<file path="src/rtl/joy_conditioner_pkg.sv">
// Shared constants for the joystick conditioner: bit positions inside a
// player byte, player byte offsets and the opposing-direction filter.
package joy_conditioner_pkg;

   localparam int UP     = 7;
   localparam int DOWN   = 6;
   localparam int LEFT   = 5;
   localparam int RIGHT  = 4;
   localparam int FIRE1  = 3;
   localparam int FIRE2  = 2;
   localparam int FIRE3  = 1;
   localparam int START  = 0;

   localparam int P1_OFS      = 0;
   localparam int P2_OFS      = 8;
   localparam int NUM_PLAYERS = 2;
   localparam int NUM_BITS    = 16;

   // Pressing both directions of an axis cancels that axis entirely.
   function automatic logic [7:0] neutralize(input logic [7:0] pressed);
      logic [7:0] result;
      result = pressed;
      if (pressed[UP] && pressed[DOWN]) begin
         result[UP]   = 1'b0;
         result[DOWN] = 1'b0;
      end
      if (pressed[LEFT] && pressed[RIGHT]) begin
         result[LEFT]  = 1'b0;
         result[RIGHT] = 1'b0;
      end
      return result;
   endfunction

endpackage

</file>
<file path="src/rtl/joy_debounce_bit.sv">
// One switch bit: two-flop synchronizer followed by a tick-driven debounce
// counter; the output is the accepted (still active-low) level.
module joy_debounce_bit
   import joy_conditioner_pkg::*;
#(
   parameter int DEBOUNCE_TICKS = 8
) (
   input  logic clk,
   input  logic reset,
   input  logic tick,
   input  logic raw_n,
   output logic stable_n
);

   localparam logic [7:0] CNT_LAST = 8'(DEBOUNCE_TICKS - 1);

   logic       sync1_reg;
   logic       sync2_reg;
   logic       stable_reg;
   logic [7:0] cnt_reg;

   always_ff @(posedge clk) begin
      if (reset) begin
         sync1_reg  <= 1'b1;
         sync2_reg  <= 1'b1;
         stable_reg <= 1'b1;
         cnt_reg    <= 8'd0;
      end else begin
         sync1_reg <= raw_n;
         sync2_reg <= sync1_reg;
         if (tick) begin
            // Any tick that sees the accepted level again restarts the count.
            if (sync2_reg == stable_reg) begin
               cnt_reg <= 8'd0;
            end else if (cnt_reg == CNT_LAST) begin
               stable_reg <= sync2_reg;
               cnt_reg    <= 8'd0;
            end else begin
               cnt_reg <= cnt_reg + 8'd1;
            end
         end
      end
   end

   assign stable_n = stable_reg;

endmodule

</file>
<file path="src/rtl/joy_conditioner.sv">
// Two-player joystick conditioner: debounce, opposing-direction filter,
// per-player autofire and a single-entry change-event buffer.
module joy_conditioner
   import joy_conditioner_pkg::*;
#(
   parameter int TICK_DIV       = 1024,
   parameter int DEBOUNCE_TICKS = 8,
   parameter int AUTOFIRE_TICKS = 16
) (
   input  logic        clk,
   input  logic        reset,
   input  logic [15:0] joy_raw_n,
   input  logic [1:0]  autofire_en,
   output logic [7:0]  joy1,
   output logic [7:0]  joy2,
   output logic        evt_valid,
   input  logic        evt_ready,
   output logic [15:0] evt_data,
   output logic        evt_overrun
);

   localparam int TW = (TICK_DIV > 2) ? $clog2(TICK_DIV) : 1;
   localparam logic [TW-1:0] TICK_LAST = TW'(TICK_DIV - 1);
   localparam logic [7:0]    AF_LAST   = 8'(AUTOFIRE_TICKS - 1);

   logic [TW-1:0] tick_cnt_reg;
   logic          tick;
   logic [15:0]   stable_n;
   logic [15:0]   pressed;
   logic [1:0]    af_en_reg;
   logic [15:0]   cond_word;
   logic [15:0]   prev_word_reg;
   logic          change_evt;

   assign tick = (tick_cnt_reg == TICK_LAST);

   always_ff @(posedge clk) begin
      if (reset) begin
         tick_cnt_reg <= '0;
      end else if (tick) begin
         tick_cnt_reg <= '0;
      end else begin
         tick_cnt_reg <= tick_cnt_reg + 1'b1;
      end
   end

   generate
      for (genvar gi = 0; gi < NUM_BITS; gi++) begin : g_bit
         joy_debounce_bit #(
            .DEBOUNCE_TICKS(DEBOUNCE_TICKS)
         ) u_debounce (
            .clk     (clk),
            .reset   (reset),
            .tick    (tick),
            .raw_n   (joy_raw_n[gi]),
            .stable_n(stable_n[gi])
         );
      end
   endgenerate

   assign pressed = ~stable_n;

   // Enable changes only take effect on tick boundaries.
   always_ff @(posedge clk) begin
      if (reset) begin
         af_en_reg <= 2'b00;
      end else if (tick) begin
         af_en_reg <= autofire_en;
      end
   end

   generate
      for (genvar gi = 0; gi < NUM_PLAYERS; gi++) begin : g_player
         logic [7:0] af_cnt_reg;
         logic       af_on_reg;
         logic       fire_pressed;
         logic [7:0] player_byte;

         assign fire_pressed = pressed[gi*8 + FIRE1];

         // The phase restarts "on" whenever fire1 is released or autofire is off.
         always_ff @(posedge clk) begin
            if (reset) begin
               af_cnt_reg <= 8'd0;
               af_on_reg  <= 1'b1;
            end else if (!fire_pressed || !af_en_reg[gi]) begin
               af_cnt_reg <= 8'd0;
               af_on_reg  <= 1'b1;
            end else if (tick) begin
               if (af_cnt_reg == AF_LAST) begin
                  af_cnt_reg <= 8'd0;
                  af_on_reg  <= ~af_on_reg;
               end else begin
                  af_cnt_reg <= af_cnt_reg + 8'd1;
               end
            end
         end

         always_comb begin
            player_byte        = pressed[gi*8 +: 8];
            player_byte[FIRE1] = fire_pressed & (~af_en_reg[gi] | af_on_reg);
         end

         assign cond_word[gi*8 +: 8] = neutralize(player_byte);
      end
   endgenerate

   always_ff @(posedge clk) begin
      if (reset) begin
         joy1          <= 8'h00;
         joy2          <= 8'h00;
         prev_word_reg <= 16'h0000;
      end else begin
         joy1          <= cond_word[P1_OFS +: 8];
         joy2          <= cond_word[P2_OFS +: 8];
         prev_word_reg <= {joy2, joy1};
      end
   end

   assign change_evt = ({joy2, joy1} != prev_word_reg);

   // Single-entry buffer: a new event always wins over an unaccepted one.
   always_ff @(posedge clk) begin
      if (reset) begin
         evt_valid   <= 1'b0;
         evt_data    <= 16'h0000;
         evt_overrun <= 1'b0;
      end else if (change_evt) begin
         evt_valid <= 1'b1;
         evt_data  <= {joy2, joy1};
         if (evt_valid && !evt_ready) begin
            evt_overrun <= 1'b1;
         end
      end else if (evt_valid && evt_ready) begin
         evt_valid <= 1'b0;
      end
   end

endmodule

</file>
<file path="config.mk">
export PLATFORM = sky130hd
export DESIGN_NAME = joy_conditioner
export DESIGN_NICKNAME = d
export VERILOG_FILES = /design/src/rtl/joy_conditioner_pkg.sv /design/src/rtl/joy_debounce_bit.sv /design/src/rtl/joy_conditioner.sv
export SDC_FILE = /design/constraint.sdc
export NUM_CORES = 1
export LEC_CHECK = 0
export BUFFER_PORTS_ARGS = -buffer_cell sky130_fd_sc_hd__clkbuf_2
export CAP_MARGIN = 20
export CORE_UTILIZATION = 55
export CTS_CLUSTER_SIZE = 28
export DETAILED_ROUTE_END_ITERATION = 10
export GPL_TIMING_DRIVEN = 0
export PLACE_DENSITY_LB_ADDON = 0.12
export REMOVE_ABC_BUFFERS = 1
export SLEW_MARGIN = 30
export SYNTH_ARGS = -nofsm -noshare
export SYNTH_HDL_FRONTEND = slang
export SYNTH_HIERARCHICAL = 1
export SYNTH_SLANG_ARGS = --single-unit
</file>
<file path="constraint.sdc">
create_clock -name clk -period 6.15 [get_ports clk]
set_input_delay 0.9225 -clock clk [delete_from_list [all_inputs] [get_ports clk]]
set_output_delay 0.9225 -clock clk [all_outputs]
set_load 0.1 [all_outputs]
</file>
; Yosys cells after proc, flatten, opt, wreduce, memory -nomap -nowiden
; Index checks and enable logic that the tools add are counted.
[totals]
in_bits = 21
elab_cells = 236
reg_bits = 256
output_inout_bits = 34
[op_classes]
bitwise_logic = 25
n_reduce_logical = 40
mux = 36
add_sub_neg = 19
n_eq_ne = 36
[ops]
columns = operator, n
row1 = $mux W8, 34
row2 = $add A8 B1 Y8 const B, 18
row3 = $eq A8 B3 Y1 const B, 16
row4 = $reduce_and A3 Y1, 16
row5 = $not A1 Y1, 20
row6 = $eq A1 B1 Y1, 16
row7 = $eq A8 B4 Y1 const B, 2
row8 = $ne A16 B16 Y1, 1
row9 = $not A16 Y16, 1
row10 = $reduce_or A2 Y1, 7
row11 = $add A10 B1 Y10 const B, 1
row12 = $eq A10 B10 Y1 const B, 1
row13 = $logic_and A1 B1 Y1, 6
row14 = $reduce_and A2 Y1, 3
row15 = $logic_not A1 Y1, 5
row16 = $and A1 B1 Y1, 2
row17 = $logic_or A1 B1 Y1, 2
row18 = $mux W1, 2
row19 = $or A1 B1 Y1, 2
row20 = $reduce_bool A2 Y1, 1

; Longest topological paths before layout
[logic_depth]
word_depth = 4
ltp_mapped = 7
depth_no_buf = 7

; Cells and area by module
; The synthesis kept the hierarchy.
[by_module_without_submodules]
columns = mod, area_per_inst_um2, n_inst, seq_area_each_um2, cells_per_inst
row1 = joy_debounce_bit, 544.3, 16, 220.2, 55
row2 = joy_conditioner, 3155.5, 1, 1601.5, 299

; Least setup slack after synthesis
; No wires, ideal clock.
[synth_path]
path_type = reg-to-reg
start = reg tick_cnt_reg[0]
end = reg g_bit[0].u_debounce.cnt_reg[7]
arrival_ns = 5.044
setup_ns = 0.074
required_time_ns = 6.076
path_slack_ns = 1.032
path_buffers = 0
period_less_slack_ns = 5.118
path_stages_with_launch = 8
cell_sequence = dfxtp_1 -> ha_1 -> nand3_1 -> nor3_1 -> inv_1 -> a2111oi_4 -> a41oi_1 -> a31oi_1
[synth_via]
elab_chain_len = 1
[synth_lines]
columns = item, line_no
row1 = "start, declared", joy_conditioner.sv:26  ; logic [TW-1:0] tick_cnt_reg;
row2 = "start signal, assigned", joy_conditioner.sv:43  ; tick_cnt_reg <= tick_cnt_reg + 1'b1;
row3 = $eq A10 B10 Y1, joy_conditioner.sv:35  ; assign tick = (tick_cnt_reg == TICK_LAST);
row4 = net tick, joy_conditioner.sv:27  ; logic tick;
row5 = "end signal, assigned", joy_debounce_bit.sv:39  ; cnt_reg <= cnt_reg + 8'd1;
row6 = "end, declared", joy_debounce_bit.sv:20  ; logic [7:0] cnt_reg;
; The timed path passes the listed nets, and every way through them passes these cells.
; A chain may end at the register's enable or synchronous reset.

; Final worst setup path
[layout_path]
start = reg tick_cnt_reg[0]
end = reg g_bit[4].u_debounce.cnt_reg[7]
[layout_via]
elab_chain_len = 1
[layout_lines]
columns = item, line_no
row1 = $eq A10 B10 Y1, joy_conditioner.sv:35
row2 = net tick, joy_conditioner.sv:27
row3 = "end signal, assigned", joy_debounce_bit.sv:39
row4 = "end, declared", joy_debounce_bit.sv:20
; The timed path passes the listed nets, and every way through them passes these cells.

==> metrics <==
status completed; unrepaired setup endpoints after global routing no; clk buf depth 3; CP Cell Sequence ha_1, nand3_1, nor3_2, buf_6, buf_4, buf_4, buf_6, buf_4, inv_1, a2111oi_4, a41oi_1, a31oi_1; WL/cell ~14 um; Combinational Power Share approximately 1.9%; count of final hold-check violations 0; clock sink count approximately 260; FF-to-FF End g_bit[4].u_debounce/cnt_reg[7]; Seq pwr share roughly half; largest stage delay on the critical path a little under 0.6 ns; Slew Limit Headroom 50.1%; Num CTS Buffers 27; clk_skew about 0.016 ns; clock share of power between 40% and 50%; Final min period around 3.4 ns; PD cells between 200 and 300 nW/um^2; Final ANT Viol Nets 0; ant diodes 0; WL final around 22000 um; Root Driver clkbuf_16; die area between 20000 and 25000 um^2; area grow syn2layout 13.0%; Hold WC Path Type reg2reg; max cap viols 0; Crit path top cell by count buf_4; post-DP HPWL 15000 um; data arrival time of the critical path ~3.8 ns; # IOs between 50 and 60; met3 usage around 3.1%; Post-Syn Area per Cell slightly above 10 um^2; Avg Vias per Cell 5.68; DRC viols 0; Post-Synthesis Cells roughly 1200; first-pass GRT wire length about 38000 um; Syn Std Cell Area 11900 um^2; reg-to-reg critical path startpoint tick_cnt_reg[0]; switch share around a fifth; WP depth 12; Peak VDD IR between 0.00015 and 0.0002 V; met1 Use GR 27.0%; unique cell type count in the Yosys netlist between 50 and 60; Final Instance Area between 10000 and 15000 um^2; crit-path max FO 11; # fillers between 1500 and 2000; post-synthesis sequential area ratio 43.2%; FMAX 0.298 GHz; critical path class reg2reg; final setup vio count 0; share of cells above drive strength 1 19.5%; Final Wtd Congestion 0.798; cell internal pwr 2.67 mW; Seq cells post-synth about 260; Chip Width approximately 150 um; post-CTS setup buffers 0; IO Port Bufs between 50 and 60; CTS Hold Buffers Added 0; CTS tree built; worst endpoint required time around 6.6 ns; post-cts sizing count 0; Main synth FF type dfxtp_1; switching power around 0.71 mW; drt initial violations about 350; async set or reset register ratio after synthesis 0%; Critical-path top delay cell nor3_2; P_leak just under 5 nW; GRT Util Overall 20.3%; H-tree levels 1; met2 usage approximately a third; DR pass1 iterations 4; Top Usage Layer GRT met2; Worst Tran Pin Value around 0.74 ns; Initial Utilization a little under three fifths; CP startpoint kind flip-flop; crit-path leading delay family buffers and inverters; clock slew at reported path FFs roughly 0.06 ns; period utilization between 50 and 60%; Post-synth EDFFs 0; start point of the critical path tick_cnt_reg[0]; core area 21100 um^2; Die Y between 100 and 150 um; Rows 53; minimum hold slack 0.410 ns; capture point of the worst path g_bit[4].u_debounce/cnt_reg[7]; pin count of the biggest net entering global routing 90; remaining global-route overflow 0; Critical Path End Type flip-flop; clock latency on the worst-skew pair around 0.53 ns; r2r worst-path depth 12; total number of vias approximately 8800; CP bufs+invs 6; fin nets ~1300; Reg2Reg Setup Slack roughly 2.8 ns; number of global-route vias before repair 8278; initial antenna violation count 0; placed inst area between 10000 and 15000 um^2; max reg flops 128; Slew Viols, Final 0; Ys Warns 6
-- worst min path at each step --
stage	start	to	cells after the start
CTS	g_bit[14].u_debounce/sync1_reg	g_bit[14].u_debounce/sync2_reg	1
global route	g_bit[2].u_debounce/sync1_reg	g_bit[2].u_debounce/sync2_reg	1
global placement	g_bit[2].u_debounce/sync1_reg	g_bit[2].u_debounce/sync2_reg	1
floorplan	g_bit[0].u_debounce/sync1_reg	g_bit[0].u_debounce/sync2_reg	1
finish	g_bit[3].u_debounce/sync1_reg	g_bit[3].u_debounce/sync2_reg	1
detailed placement	g_bit[13].u_debounce/sync1_reg	g_bit[13].u_debounce/sync2_reg	1
-- power by group through the flow --
stage	combinational (mW)	clock, mW	sequential [mW]
floorplan	0.0296	0	1.71
global placement	0.0651	0	1.71
detailed placement	0.0664	0	1.71
CTS	0.0665	1.68	1.67
global route	0.0721	1.75	1.68
finish	0.0652	1.63	1.67
-- per-layer routing --
| layer | wire length, um | vias up | part of all wire (%) |
|---|---|---|---|
| met1 | 10700 | 4116 | 49 |
| li1 | - | 4505 | - |
| met2 | 9990 | 111 | 46 |
| met3 | 745 | 28 | 3.4 |
| met5 | 0 | - | 0 |
| met4 | 445 | 0 | 2.0 |
-- cell families (layout without fill, tap and decap cells) --
group	Yosys count	count (layout)	share of synthesized area [%]
buffers and inverters	45	133	1.62
XOR/XNOR	77	77	5.68
AO/OA/AOI/OAI	229	229	16.3
AND/OR/NAND/NOR	482	482	24.7
flip-flops	256	256	43.2
adder cells (fa/ha/maj)	35	35	3.69
multiplexers	55	55	4.82
-- per-stage QoR --
| step | cells | setup slack, ns | utilization (%) | total power, mW | TNS, ns |
|---|---|---|---|---|---|
| after global routing | 1542 | 2.39 | 63.6 | 3.50 | 0 |
| after CTS | 1542 | 2.74 | 63.6 | 3.42 | 0 |
| after global placement | 1482 | -3.23 | 58.6 | 1.78 | -425.42 |
| after detailed placement | 1493 | 2.75 | 59.3 | 1.78 | 0 |
| final | 1542 | 2.80 | 63.6 | 3.38 | 0 |
| after floorplan | 1153 | 1.03 | - | 1.74 | 0 |
-- final cells by class --
cell class | count | area, um^2 | share of cell area (%)
multi-input cells | 878 | 6550 | 48.9
flip-flops and latches | 256 | 5120 | 38.2
well taps | 275 | 344 | 2.57
clock buffers | 34 | 732 | 5.46
clock inverters | 15 | 175 | 1.31
repair buffers | 65 | 409 | 3.05
inverters | 19 | 71.3 | 0.532
-- synth_stat cells (all sizes together), types with 18 or more instances --
cell type / number / share of area [%]
a31oi: 65 / 3.4
nor2b: 32 / 1.7
a21oi: 23 / 1.0
nor3b: 25 / 2.3
dfxtp: 256 / 43
and3: 34 / 2.0
o21ai: 21 / 0.92
inv: 19 / 0.60
nand3: 104 / 4.5
mux2i: 38 / 3.2
clkbuf: 22 / 0.70
ha: 35 / 3.7
nand2: 58 / 1.8
or2: 48 / 2.5
nand2b: 35 / 1.8
a22o: 32 / 2.4
nand3b: 18 / 1.1
nor2: 72 / 2.3
a41oi: 32 / 2.4
xnor2: 70 / 5.2
-- cells in the final DEF (no fill, tap or decap), types with 18 or more instances in the layout --
cell	synthesis	layout
a21oi_1	22	22
a22o_1	32	32
a31oi_1	65	65
a41oi_1	32	32
and3_1	18	18
clkbuf_16	0	27
clkbuf_2	0	53
dfxtp_1	256	256
ha_1	35	35
inv_1	19	19
mux2i_1	38	38
nand2_1	58	58
nand2b_1	35	35
nand3_1	103	103
nand3b_1	18	18
nor2_1	72	72
nor2b_1	32	32
or2_2	48	48
xnor2_1	70	70
(Power assumes the default switching activity.)
